--- src/rtl/hash_job_scheduler.sv ---
// hash_job_scheduler
// Arbitrates three word-hash requesters onto one hash engine. Each job runs
// through the following states:
//   IDLE    -> a round-robin grant is latched
//   START   -> the engine is launched
//   WAIT    -> the engine's completion is awaited, with a timeout
//   DELIVER -> the captured hash is held until the consumer accepts it
//
// Handshake: Result/ResultValid follow valid/ready semantics. ResultValid
// rises with the capture and then stays high, with Result stable, until an
// edge where ResultReady=1; that edge is the transfer. Ack is the same-cycle
// image of the transfer, returned to the granted requester.
//
// Ports:
//   Clock, Reset      rising-edge clock; asynchronous active-high reset
//   Req[2:0]          level requests, held by each requester until its Ack
//   WordSel[2:0]      one-hot word select to the engine (000 when idle)
//   HashStart         one-cycle launch pulse (the START state)
//   HashDone, HashZ   engine completion flag and 64-bit hash value
//   Result[63:0]      captured hash of the granted word
//   ResultValid       Result is available; ResultReady accepts it
//   Ack[2:0]          one-cycle completion pulse to the granted requester
//   Busy              scheduler not idle
//   Error             one-cycle pulse when a job is aborted on timeout
module hash_job_scheduler #(
    parameter int unsigned MAX_WAIT = 16
) (
    input  logic        Clock,
    input  logic        Reset,
    input  logic [2:0]  Req,
    output logic [2:0]  WordSel,
    output logic        HashStart,
    input  logic        HashDone,
    input  logic [63:0] HashZ,
    output logic [63:0] Result,
    output logic        ResultValid,
    input  logic        ResultReady,
    output logic [2:0]  Ack,
    output logic        Busy,
    output logic        Error
);

    typedef enum logic [1:0] {
        S_IDLE    = 2'd0,
        S_START   = 2'd1,
        S_WAIT    = 2'd2,
        S_DELIVER = 2'd3
    } state_t;

    state_t      state;
    state_t      state_nx;
    logic [2:0]  ptr;       // one-hot: requester searched first
    logic [2:0]  grant;     // one-hot: requester owning the current job
    logic [2:0]  pick;      // round-robin choice from the live Req
    logic [2:0]  grant_rot; // requester after the granted one
    logic [7:0]  wait_cnt;
    logic        timeout;
    logic        accept;

    localparam logic [7:0] WAIT_LAST = 8'(MAX_WAIT - 1);

    // Search starts at the pointer bit and walks upward, wrapping 2 -> 0.
    always_comb begin
        pick = 3'b000;
        case (ptr)
            3'b010:  pick = Req[1] ? 3'b010 : Req[2] ? 3'b100 : Req[0] ? 3'b001 : 3'b000;
            3'b100:  pick = Req[2] ? 3'b100 : Req[0] ? 3'b001 : Req[1] ? 3'b010 : 3'b000;
            default: pick = Req[0] ? 3'b001 : Req[1] ? 3'b010 : Req[2] ? 3'b100 : 3'b000;
        endcase
    end

    assign grant_rot = {grant[1:0], grant[2]};
    assign timeout   = (state == S_WAIT) && !HashDone && (wait_cnt == WAIT_LAST);
    assign accept    = (state == S_DELIVER) && ResultValid && ResultReady;

    // State register
    always_ff @(posedge Clock or posedge Reset) begin
        if (Reset) state <= S_IDLE;
        else       state <= state_nx;
    end

    // Next-state logic
    always_comb begin
        state_nx = state;
        case (state)
            S_IDLE:    if (Req != 3'b000) state_nx = S_START;
            S_START:   state_nx = S_WAIT;
            S_WAIT:    if (HashDone)      state_nx = S_DELIVER;
                       else if (timeout)  state_nx = S_IDLE;
            S_DELIVER: if (accept)        state_nx = S_IDLE;
            default:   state_nx = S_IDLE;
        endcase
    end

    // Output logic
    always_comb begin
        HashStart = (state == S_START);
        Busy      = (state != S_IDLE);
        WordSel   = (state != S_IDLE) ? grant : 3'b000;
        Ack       = accept ? grant : 3'b000;
    end

    // Job datapath: grant, pointer, wait counter, captured result, error pulse.
    // Req is looked at only in IDLE, so a withdrawn request still completes.
    always_ff @(posedge Clock or posedge Reset) begin
        if (Reset) begin
            ptr         <= 3'b001;
            grant       <= 3'b000;
            wait_cnt    <= 8'd0;
            Result      <= 64'd0;
            ResultValid <= 1'b0;
            Error       <= 1'b0;
        end else begin
            Error <= timeout;
            case (state)
                S_IDLE: begin
                    if (Req != 3'b000) grant <= pick;
                end
                S_START: begin
                    wait_cnt <= 8'd0;
                end
                S_WAIT: begin
                    if (HashDone) begin
                        Result      <= HashZ;
                        ResultValid <= 1'b1;
                    end else if (timeout) begin
                        ptr <= grant_rot;
                    end else begin
                        wait_cnt <= wait_cnt + 8'd1;
                    end
                end
                S_DELIVER: begin
                    if (accept) begin
                        ResultValid <= 1'b0;
                        ptr         <= grant_rot;
                    end
                end
                default: ;
            endcase
        end
    end

endmodule
--- config.mk ---
export PLATFORM = sky130hd
export DESIGN_NAME = hash_job_scheduler
export DESIGN_NICKNAME = d
export VERILOG_FILES = /design/src/rtl/hash_job_scheduler.sv
export SDC_FILE = /design/constraint.sdc
export NUM_CORES = 1
export LEC_CHECK = 0
export BUFFER_PORTS_ARGS = -buffer_cell sky130_fd_sc_hd__clkbuf_2
export CAP_MARGIN = 20
export CORE_MARGIN = 2
export CORE_UTILIZATION = 47
export DETAILED_ROUTE_END_ITERATION = 6
export PLACE_DENSITY = 0.9
export SETUP_SLACK_MARGIN = 0.2
export SLEW_MARGIN = 10
export SYNTH_ARGS = -nofsm -noshare
export SYNTH_HDL_FRONTEND = slang
export SYNTH_SLANG_ARGS = --single-unit
--- constraint.sdc ---
create_clock -name Clock -period 3 [get_ports Clock]
set_clock_uncertainty 0.05 [all_clocks]
set_input_delay 0.45 -clock Clock [delete_from_list [all_inputs] [get_ports Clock]]
set_output_delay 0.45 -clock Clock [all_outputs]
set_load 0.01 [all_outputs]
Word level (Yosys, flattened, before mapping):

Index checks and enable logic that the tools add are counted.

* register bits after elaboration: 82
* input bits: 71
* logic and storage cells: 64

* add/sub/neg operators: 1
* eq/ne operators: 13
* mux-type cells: 27
* reductions and logical operators: 16

Operators with widths (count)
* $mux 3: 11
* $mux 8: 2
* $pmux 8 s2: 1
* $mux 2: 6
* $ne 2x2->1 const B: 6
* $pmux 3 s2: 2
* $reduce_and 3->1: 3
* $add 8x1->8 const B: 1
* $eq 8x4->1 const B: 1
* $pmux 2 s4: 1
* $reduce_bool 2->1: 3
* $eq 2x2->1 const B: 2
* $logic_and 1x1->1: 4
* $reduce_and 2->1: 2
* $reduce_and 4->1: 1
* $eq 3x2->1 const B: 1
* $eq 3x3->1 const B: 1
* $mux 1: 3
* $ne 3x3->1 const B: 1
* $reduce_bool 3->1: 1
* $eq 2x1->1 const B: 1
* $logic_not 2->1: 1
* $pmux 1 s2: 1
* $logic_not 1->1: 1

Depth between registers and ports, before layout:

Gate-level depths: netlist of the first run.

* depth after elaboration: 6
* gate-level depth with buffers: 6
* mapped depth without buffers: 5

Worst setup path before layout of the first run:

No wires, ideal clock.

* path kind: flip-flop to flip-flop
* from: register wait_cnt[4]
* to: register ptr[1]
* setup time: 125 ps
* arrival: 1538 ps
* slack: 1287 ps
* stages on the path, launching flop included: 5
* buffers on the path: 0
* cell sequence: dfrtp_1 or4_4 nor3_4 nor2_2 mux2_4

* longest elaborated chain between the ends: 4

RTL lines
* from (decl): RTL line 56 `logic [7:0] wait_cnt;`
* from (signal assigned): RTL line 129 `wait_cnt <= wait_cnt + 8'd1;`
* $eq 8x4->1: RTL line 73 `assign timeout = (state == S_WAIT) && !HashDone && (wait_cnt == WAIT_LAST);`
* $logic_and 1x1->1: RTL line 73
* via timeout: RTL line 57 `logic timeout;`
* $ne 2x2->1 (no source line)
* $reduce_and 4->1 (no source line)
* to (signal assigned): RTL line 127 `ptr <= grant_rot;`
* to (signal assigned): RTL line 135 `ptr <= grant_rot;`
* to (decl): RTL line 52 `logic [2:0] ptr;`

The timed path passes the listed nets, and every way through them passes these cells.
A chain may end at the register's enable or synchronous reset.

Final worst setup path of the first run:

* from: register state[1]
* to: register Result[15]

* longest elaborated chain between the ends: 2

RTL lines
* from (decl): RTL line 50 `state_t state;`
* from (signal assigned): RTL line 79 `else state <= state_nx;`
* $eq 2x2->1: RTL line 115 `case (state)`
* $reduce_and 2->1 (no source line)
* to (signal assigned): RTL line 124 `Result <= HashZ;`
* to (decl): RTL line 35 `output logic [63:0] Result,`

Every way passes these cells.

==> results.tsv, run 1 <==
stage	metric	value	unit
outcome	status	finished, final reports clean	
clock_tree	clockRootBuffer	clkbuf_8	
critical_path	crit_chain	nor2b_1 > nand2_2 > buf_12 > mux2_1	
finish	layout-drive-gt1-share	43.8	%
finish	layout_commonest_cell	clkbuf_2	
placement	placed_area	0.00418	mm^2
logic_synthesis	synthCells	240	
pwr	power	0.00442	W
logic_synthesis	yosysUniqueCellTypes	36	
timing	slew_headroom	52.6	%
critical_path	end_kind	register	
timing	setup_viol	0	
finish	multiInputGateArea	0.00122	mm^2
logic_synthesis	avgSynthCellArea	14.0	um^2
finish	fillers	538	
clock_tree	cts_buffer_depth	2	
critical_path	cp.required	3170	ps
critical_path	worst_path_max_delay_cell	dfrtp_1	
critical_path	cp.arrival	2250	ps
clock_tree	post_cts_buffers	0	
global_routing	overflow	0	
floorplan	die_area	0.00784	mm^2
critical_path	r2r_end	Result[15]	
finish	mostFrequentLayoutCells	clkbuf_2, dfrtp_1, mux2_1	
clock_tree	insertion_delay	340	ps
detailed_routing	avgViaCountPerCell	4.97	
clock_tree	cts.reportedPaths.clkPinSlew	80	ps
finish	final_util	63.9	%
placement	dp_worst_setup_slack	919	ps
clock_tree	cts_hold_repair.buffers	0	
timing	rsz0062_at_grt	false	
placement	io_buffers	144	
timing	post-route-period-util	69.2	%
global_routing	grt_pass1_wl	11600	um
global_routing	grt_pass1_vias	2514	
floorplan	die_h	88.6	um
detailed_routing	drcViolationCount	0	
worst_hold_path	hold_path.class	input port to async pin	
detailed_routing	antenna_left	0	
timing	hold_violations	0	
logic_synthesis	ys_ff_latch	82	
placement	dp.final_hpwl	5800	um
timing	drv_slew	0	
floorplan	core_area	0.00687	mm^2
timing	finalSetupTns	0	ps
global_routing	grt_max_degree	44	
finish	area_growth	30.6	%
logic_synthesis	synthesis.nets	312	
critical_path	r2r_slack	920	ps
global_routing	grt_usage	19.5	%
critical_path	timing.rr.start	state[1]	
pwr	ir_drop	0.000423	V
detailed_routing	drt_iter0_markers	75	
clock_tree	cts_tree	built	
floorplan	top_level_ports	145	
finish	final_cell_area	0.00439	mm^2
logic_synthesis	synth_area	0.00336	mm^2
run	drv_cap	0	
clock_tree	htreeDepth	3	
placement	place.gp.congestion	0.774	
finish	finish.net_count	460	
floorplan	start_util	48.9	%
timing	setup_ws	923	ps
detailed_routing	post_drt_wl_per_cell	15.4	um
logic_synthesis	ys.warnings.count	0	
pwr	power_leakage	2.17	nW
timing	worst_slew_pin_slew	710	ps
detailed_routing	drt-total-wl	7550	um
critical_path	crit_fanout	36	
detailed_routing	vias	2431	
clock_tree	cts_inserted_buffers	9	
detailed_routing	drtPass1Iterations	4	
clock_tree	cts_resized	0	
timing	period_minus_slack	2080	ps
logic_synthesis	ys_seq_area_share	61.1	%
floorplan	die_width	88.6	um
finish	diodes	0	
critical_path	max_stage_delay	470	ps
floorplan	std_cell_rows	30	
critical_path	start_kind	register	
critical_path	path_class	register to register	
global_routing	antenna_found_initial	0	
pwr	powerDensity	1010	mW/mm^2
critical_path	ff2ff_path_depth	4	
clock_tree	cts_num_sinks	82	
finish	regArea	0.00205	mm^2
timing	fmax	0.481	GHz
## worst max-delay path, delay by kind of cell, from the launching register on
kind | cells | cell delay, ps
and+or+nand+nor | 2 | 710
DFF | 1 | 470
muxes | 1 | 350
buffers and inverters | 1 | 370
## area by class of cell
| class | instances | share of cell area [%] |
|---|---|---|
| flip-flops and latches | 82 | 46.8 |
| inverters | 8 | 0.713 |
| multi-input cells | 140 | 27.9 |
| clock inverters | 5 | 1.43 |
| clock buffers | 11 | 3.22 |
| repair buffers | 147 | 17.2 |
| well taps | 96 | 2.74 |
## sequential cells by signal, summed over array words and instances, names as in the netlist
signal,count
Result,64
wait_cnt,8
grant,3
ptr,3
state,2
Error,1
ResultValid,1
## stage by stage
step	cells	hold slack, ps
after floorplan	240	424
after global placement	473	423
after detailed placement	473	432
after CTS	489	127
after global routing	489	166
final	489	123
## synth_stat cells, drive strengths merged
master	count	area, um^2
a32o	1	10.0
nor2	10	40.0
dfstp	1	26.3
dfrtp	81	2030
o31ai	3	22.5
nor3	4	31.3
o21ai	9	45.0
nor4	1	12.5
or3b	1	8.76
o311ai	1	8.76
nand4	1	6.26
a31oi	2	12.5
buf	10	56.3
nand3b	1	7.51
o2111a	1	11.3
and2	3	18.8
or4	1	11.3
o2111ai	1	8.76
ha	1	12.5
or2	1	6.26
nand2b	1	6.26
nor2b	4	25.0
a21oi	3	15.0
or3	1	6.26
inv	8	30.0
nand2	9	33.8
nand3	4	20.0
nor3b	3	22.5
xnor2	5	43.8
and4	1	8.76
mux2	67	766
## metal layers
| metal | vias up | track usage [%] | part of all wire, % |
|---|---|---|---|
| met3 | 16 | 6.16 | 7.1 |
| met2 | 106 | 34.1 | 51 |
| met1 | 1175 | 22.4 | 40 |
| met4 | 0 | 7.71 | 2.0 |
| li1 | 1134 | - | - |
| met5 | - | 0 | 0 |
## cells by family (layout without fill, tap and decap cells)
| family | after synthesis | in the layout | synth area share [%] |
|---|---|---|---|
| xor gates and xnor gates | 5 | 5 | 1.30 |
| adders and majority gates | 1 | 1 | 0.372 |
| buffers and inverters | 18 | 171 | 2.57 |
| DFF | 82 | 82 | 61.1 |
| and+or+nand+nor | 46 | 46 | 7.89 |
| muxes | 67 | 67 | 22.8 |
| AOI/OAI and AO/OA | 21 | 21 | 3.98 |
## where the power goes
| part | internal [W] | total, W | leakage [nW] | switching (W) |
|---|---|---|---|---|
| Clock | 0.000412 | 0.000818 | 0.0962 | 0.000406 |
| Sequential | 0.00162 | 0.00195 | 0.988 | 0.000330 |
| Combinational | 0.000793 | 0.00164 | 1.08 | 0.000851 |
## how the worst max path moves through the flow
stage | slack, ps | from | depth (start not counted) | endpoint
global placement | 1020 | state[1] | 4 | Result[2]
global route | 780 | state[1] | 4 | Result[54]
detailed placement | 920 | state[1] | 4 | Result[15]
floorplan | 390 | Reset | 1 | Error
CTS | 910 | state[1] | 4 | Result[15]
finish | 920 | state[1] | 4 | Result[15]
No activity file was read; power rests on OpenSTA's default activity.
==> run 2, diff against run 1 <==
- ABC_AREA: default -> 1
- CORE_UTILIZATION: 47 -> 48
- PLACE_DENSITY: 0.9 -> 0.91
- clock period: 3 -> 2.1 ns (I/O delays scaled with it)
==> results.tsv, run 2 <==
stage	metric	value	unit
floorplan	die_width	89.3	um
logic_synthesis	synth_edf_count	0	
placement	dp.final_hpwl	5540	um
detailed_routing	drcViolationCount	0	
clock_tree	insertion_delay	360	ps
logic_synthesis	ys_seq_area_share	58.8	%
logic_synthesis	synth_common_cells	dfrtp_1, nand2_1, mux2_2, nor2_1, inv_1	
logic_synthesis	synthCells	293	
clock_tree	post_cts_buffers	0	
floorplan	start_util	48.9	%
finish	final_cell_area	0.00454	mm^2
detailed_routing	avgViaCountPerCell	4.80	
clock_tree	cts_num_sinks	82	
finish	top_regs	Result (64), wait_cnt (8)	
finish	layout_commonest_cell	clkbuf_2	
detailed_routing	post_drt_wl_per_cell	13.5	um
timing	setup_viol	0	
timing	slew_headroom	66.1	%
finish	layout-drive-gt1-share	50.1	%
outcome	status	finished, final reports clean	
detailed_routing	antenna_left	0	
finish	regMostFlops	Result	
pwr	powerDensity	1450	mW/mm^2
placement	placed_area	0.00434	mm^2
worst_hold_path	hold_path.class	input port to async pin	
timing	fmax	0.564	GHz
finish	fillers	578	
pwr	ir_drop	0.000770	V
pwr	power_leakage	2.42	nW
timing	drv_slew	0	
clock_tree	htreeDepth	3	
logic_synthesis	ys_ff_latch	82	
logic_synthesis	synth_area_leaders	dfrtp_1, mux2_2, mux2_4	
detailed_routing	drt_iter0_markers	90	
logic_synthesis	yosysTopAreaCellShare	58.1	%
global_routing	overflow	0	
logic_synthesis	ys.warnings.count	0	
clock_tree	cts_buffer_depth	2	
critical_path	max_stage_delay	430	ps
floorplan	core_area	0.00714	mm^2
logic_synthesis	yosysTopAreaCell	dfrtp_1	
finish	mostFrequentLayoutCells	clkbuf_2, dfrtp_1, nand2_1	
timing	worst_slew_pin_slew	508	ps
placement	io_buffers	144	
critical_path	crit_chain	nand2_1 > inv_1 > nand3_2 > nor2_1 > clkbuf_2	
critical_path	crit_fanout	9	
global_routing	grt_max_degree	68	
clock_tree	cts_inserted_buffers	9	
timing	period_minus_slack	1770	ps
detailed_routing	drt-total-wl	7400	um
finish	largest_reg_flops	64	
floorplan	std_cell_rows	31	
logic_synthesis	synth_area	0.00349	mm^2
detailed_routing	drtPass1Iterations	4	
clock_tree	clockRootBuffer	clkbuf_8	
clock_tree	cts_tree	built	
floorplan	top_level_ports	145	
logic_synthesis	synth_flop_cell	dfrtp_1	
logic_synthesis	yosysUniqueCellTypes	21	
logic_synthesis	synthesis.nets	365	
critical_path	cp.required	1740	ps
finish	diodes	0	
global_routing	grt_pass1_vias	2676	
finish	area_growth	30.1	%
critical_path	crit_buf_inv	2	
global_routing	grt_pass1_wl	11800	um
global_routing	antenna_found_initial	0	
timing	post-route-period-util	84.4	%
global_routing	grt_usage	19.4	%
critical_path	path_class	register to output pin	
critical_path	worst_path_max_delay_cell	dfrtp_2	
run	drv_cap	0	
floorplan	die_area	0.00797	mm^2
critical_path	end_kind	output pin	
pwr	power	0.00658	W
placement	place.gp.congestion	0.908	
floorplan	die_h	89.3	um
clock_tree	cts.reportedPaths.clkPinSlew	90	ps
critical_path	start_kind	register	
detailed_routing	vias	2633	
critical_path	path_delay_family	flip-flops	
finish	finish.net_count	516	
critical_path	cp.arrival	1410	ps
timing	rsz0062_at_grt	false	
timing	hold_violations	0	
timing	finalSetupTns	0	ps
logic_synthesis	avgSynthCellArea	11.9	um^2
logic_synthesis	async_flop_share	100	%
logic_synthesis	yosysMostFrequentCell	dfrtp_1	
## run 2: path summary, 6_finish.rpt
path	startpoint	to	slack, ps	cells after the start
worst max-delay path	state[1]	Ack[0]	330	5
min in group Clock	HashZ[42]	Result[42]	110	2
worst max register to register	wait_cnt[0]	wait_cnt[5]	470	8
max in group asynchronous	Reset	Result[16]	1590	3
worst min register to register	grant[1]	ptr[2]	440	2
worst min-delay path	Reset	state[0]	30	3
## run 2: layout make-up
cell class                 instances  area [um^2]  area share, %
inverter                          24         93.8           2.07
multi-input combinational        179         1310           28.8
clock buffer                      12          145           3.20
tap                               99          124           2.73
clock inverter                     4         51.3           1.13
timing repair buffer             148          763           16.8
sequential                        82         2050           45.2
## run 2: cells by family after synthesis
group,after synthesis,share of synthesized area (%)
AND/OR/NAND/NOR,105,12.3
flip-flops,82,58.8
multiplexers,64,22.8
buffers and inverters,32,4.26
AO/OA/AOI/OAI,9,1.43
adder cells (fa/ha/maj),1,0.358
## run 2: worst register-to-register path: stages (launching register included)
cell and delay (ps):
dfrtp_1 450, ha_1 250, nand2_1 90, inv_1 90, nand2_1 70, o21ai_1 190
nand2_1 170, nand2_1 110, nand2_1 50
## run 2: timing repair
action	CTS	global route
hold endpoints to repair	0	0
hold buffers	0	0
setup endpoints to repair	0	4
gates resized for setup	0	3
## run 2: power breakdown
group	total (W)	switching, W	internal, W	leakage (nW)
logic	0.00268	0.00130	0.00139	1.33
clock network	0.00115	0.000563	0.000583	0.0966
registers	0.00275	0.000437	0.00231	0.987
## run 2: routing by layer
layer  wire, um  GRT usage (%)
met1       2790           21.7
met2       3960           34.1
met3        520           6.46
met4        133           7.73
met5          0              0
## run 2: per-stage QoR
| stage | hold WS (ps) | setup WS, ps | util (%) | instances |
|---|---|---|---|---|
| 3_3_place_gp | 406 | 611 | 60.7 | 532 |
| 5_1_grt | 84.0 | 197 | 63.6 | 548 |
| 4_1_cts | 50.0 | 214 | 63.5 | 548 |
| 2_1_floorplan | 392 | 686 | - | 293 |
| 6_report | 28.0 | 328 | 63.6 | 548 |
| 3_5_place_dp | 414 | 501 | 60.7 | 532 |
==> run 3, diff against run 2 <==
- ABC_AREA: 1 -> 0
- CORE_UTILIZATION: 48 -> 47
- PLACE_DENSITY: 0.91 -> 0.9
- clock period: 2.1 -> 1.76 ns (I/O delays scaled with it)
==> results.tsv, run 3 (same netlist as run 1, synthesis figures left out) <==
stage	metric	value	unit
critical_path	max_stage_delay	410	ps
finish	layout_commonest_cell	clkbuf_2	
finish	final_util	74.6	%
finish	instances_no_fill	523	
finish	largest_reg_flops	64	
global_routing	grt_pass1_vias	2633	
finish	top_regs	Result (64), wait_cnt (8)	
global_routing	grt_usage	21.6	%
timing	setup_viol	0	
finish	layout-drive-gt1-share	61.6	%
floorplan	std_cell_rows	30	
timing	worst_slew_pin_slew	490	ps
outcome	status	finished, final reports clean	
global_routing	grt_pass1_wl	12800	um
critical_path	crit_fanout	4	
clock_tree	htreeDepth	3	
detailed_routing	drt_iter0_markers	70	
floorplan	die_width	88.6	um
finish	regMostFlops	Result	
critical_path	path_class	register to output pin	
pwr	ir_drop	0.000852	V
clock_tree	cts.reportedPaths.clkPinSlew	90	ps
placement	placed_area	0.00427	mm^2
clock_tree	cts_tree	built	
finish	mostFrequentLayoutCells	clkbuf_2, dfrtp_1, mux2_4	
placement	dp.final_hpwl	5390	um
clock_tree	clockRootBuffer	clkbuf_8	
critical_path	worst_path_max_delay_cell	dfrtp_1	
pwr	pwr-share-clk	16.7	%
critical_path	crit_chain	buf_6 > and4_4 > and2_1 > buf_2	
critical_path	path_delay_family	flip-flops	
floorplan	core_area	0.00687	mm^2
placement	dp.cells	479	
critical_path	start_kind	register	
clock_tree	cts_inserted_buffers	9	
pwr	p_sw_share	34.2	%
timing	post-route-period-util	95.5	%
detailed_routing	drtPass1Iterations	4	
detailed_routing	drcViolationCount	0	
pwr	switchingPower	0.00311	W
placement	io_buffers	144	
timing	period_minus_slack	1680	ps
floorplan	die_h	88.6	um
worst_hold_path	hold_path.class	input port to register	
critical_path	cp.required	1450	ps
critical_path	crit_buf_inv	2	
critical_path	cp.arrival	1370	ps
critical_path	end_kind	output pin	
timing	fmax	0.595	GHz
global_routing	grt_max_degree	52	
global_routing	overflow	0	
global_routing	antenna_found_initial	0	
finish	finish.net_count	494	
run	drv_cap	0	
pwr	p_seq_share	36.7	%
floorplan	start_util	48.9	%
floorplan	top_level_ports	145	
detailed_routing	antenna_left	0	
timing	drv_slew	0	
finish	diodes	0	
finish	area_growth	52.5	%
clock_tree	insertion_delay	350	ps
detailed_routing	drt-total-wl	9240	um
pwr	powerDensity	1780	mW/mm^2
pwr	p_int	0.00598	W
pwr	power_leakage	2.67	nW
timing	rsz0062_at_grt	true	
finish	final_cell_area	0.00512	mm^2
clock_tree	cts_num_sinks	82	
timing	hold_violations	0	
placement	place.gp.congestion	0.787	
detailed_routing	avgViaCountPerCell	5.14	
timing	slew_headroom	67.1	%
clock_tree	cts_buffer_depth	2	
floorplan	die_area	0.00784	mm^2
detailed_routing	post_drt_wl_per_cell	17.7	um
pwr	p_comb_share	46.6	%
timing	finalSetupTns	0	ps
detailed_routing	vias	2689	
## run 3: final timing paths
| check | startpoint | slack [ps] | to | depth (start not counted) |
|---|---|---|---|---|
| setup / recovery | state[1] | 80 | Ack[1] | 4 |
| hold / removal | HashZ[52] | 70 | Result[52] | 2 |
| setup reg to reg | wait_cnt[5] | 90 | ptr[1] | 4 |
| hold reg to reg | Result[63] | 450 | Result[63] | 1 |
| max in group asynchronous | Reset | 810 | Result[13] | 4 |
| min in group asynchronous | Reset | 510 | Result[52] | 4 |
## run 3: area by class of cell
| cell class | count | area [um^2] |
|---|---|---|
| Clock buffer | 9 | 124 |
| Inverter | 8 | 36.3 |
| Sequential cell | 82 | 2050 |
| Timing Repair Buffer | 181 | 1220 |
| Tap cell | 96 | 120 |
| Clock inverter | 7 | 101 |
| Fill cell | 439 | 1750 |
| Multi-Input combinational cell | 140 | 1470 |
## run 3: power by group through the flow
stage	registers, W	clock network (W)	logic (W)
CTS	0.00329	0.00155	0.00374
detailed placement	0.00332	0	0.00291
global placement	0.00325	0	0.00282
finish	0.00334	0.00152	0.00424
floorplan	0.00361	0	0.00134
global route	0.00343	0.00164	0.00453
## run 3: per-layer routing
layer  vias up  wire (um)  track usage, %
li1       1212          -               -
met1      1352       3740            26.2
met2       110       4890            38.1
met3        15        500            4.85
met4         0        110            7.16
met5         -          0               0
## run 3: repair_timing
| action | in CTS | in global routing |
|---|---|---|
| gates resized for setup | 42 | 43 |
| buffers inserted | 16 | 4 |
| endpoints found under the hold margin | 81 | 0 |
| endpoints found under the setup margin | 82 | 82 |
| hold buffers | 1 | 0 |
| cloned | 4 | 3 |
| pin swaps | 5 | 11 |
## run 3: stage by stage
step / power [W] / hold slack (ps) / setup WS, ps
2_1_floorplan: 0.00495 / 344 / 76.5
3_3_place_gp: 0.00607 / 316 / 23.1
3_5_place_dp: 0.00623 / 327 / -31.8
4_1_cts: 0.00858 / 49.7 / 77.7
5_1_grt: 0.00960 / 48.6 / 20.2
6_report: 0.00910 / 70.1 / 80.0
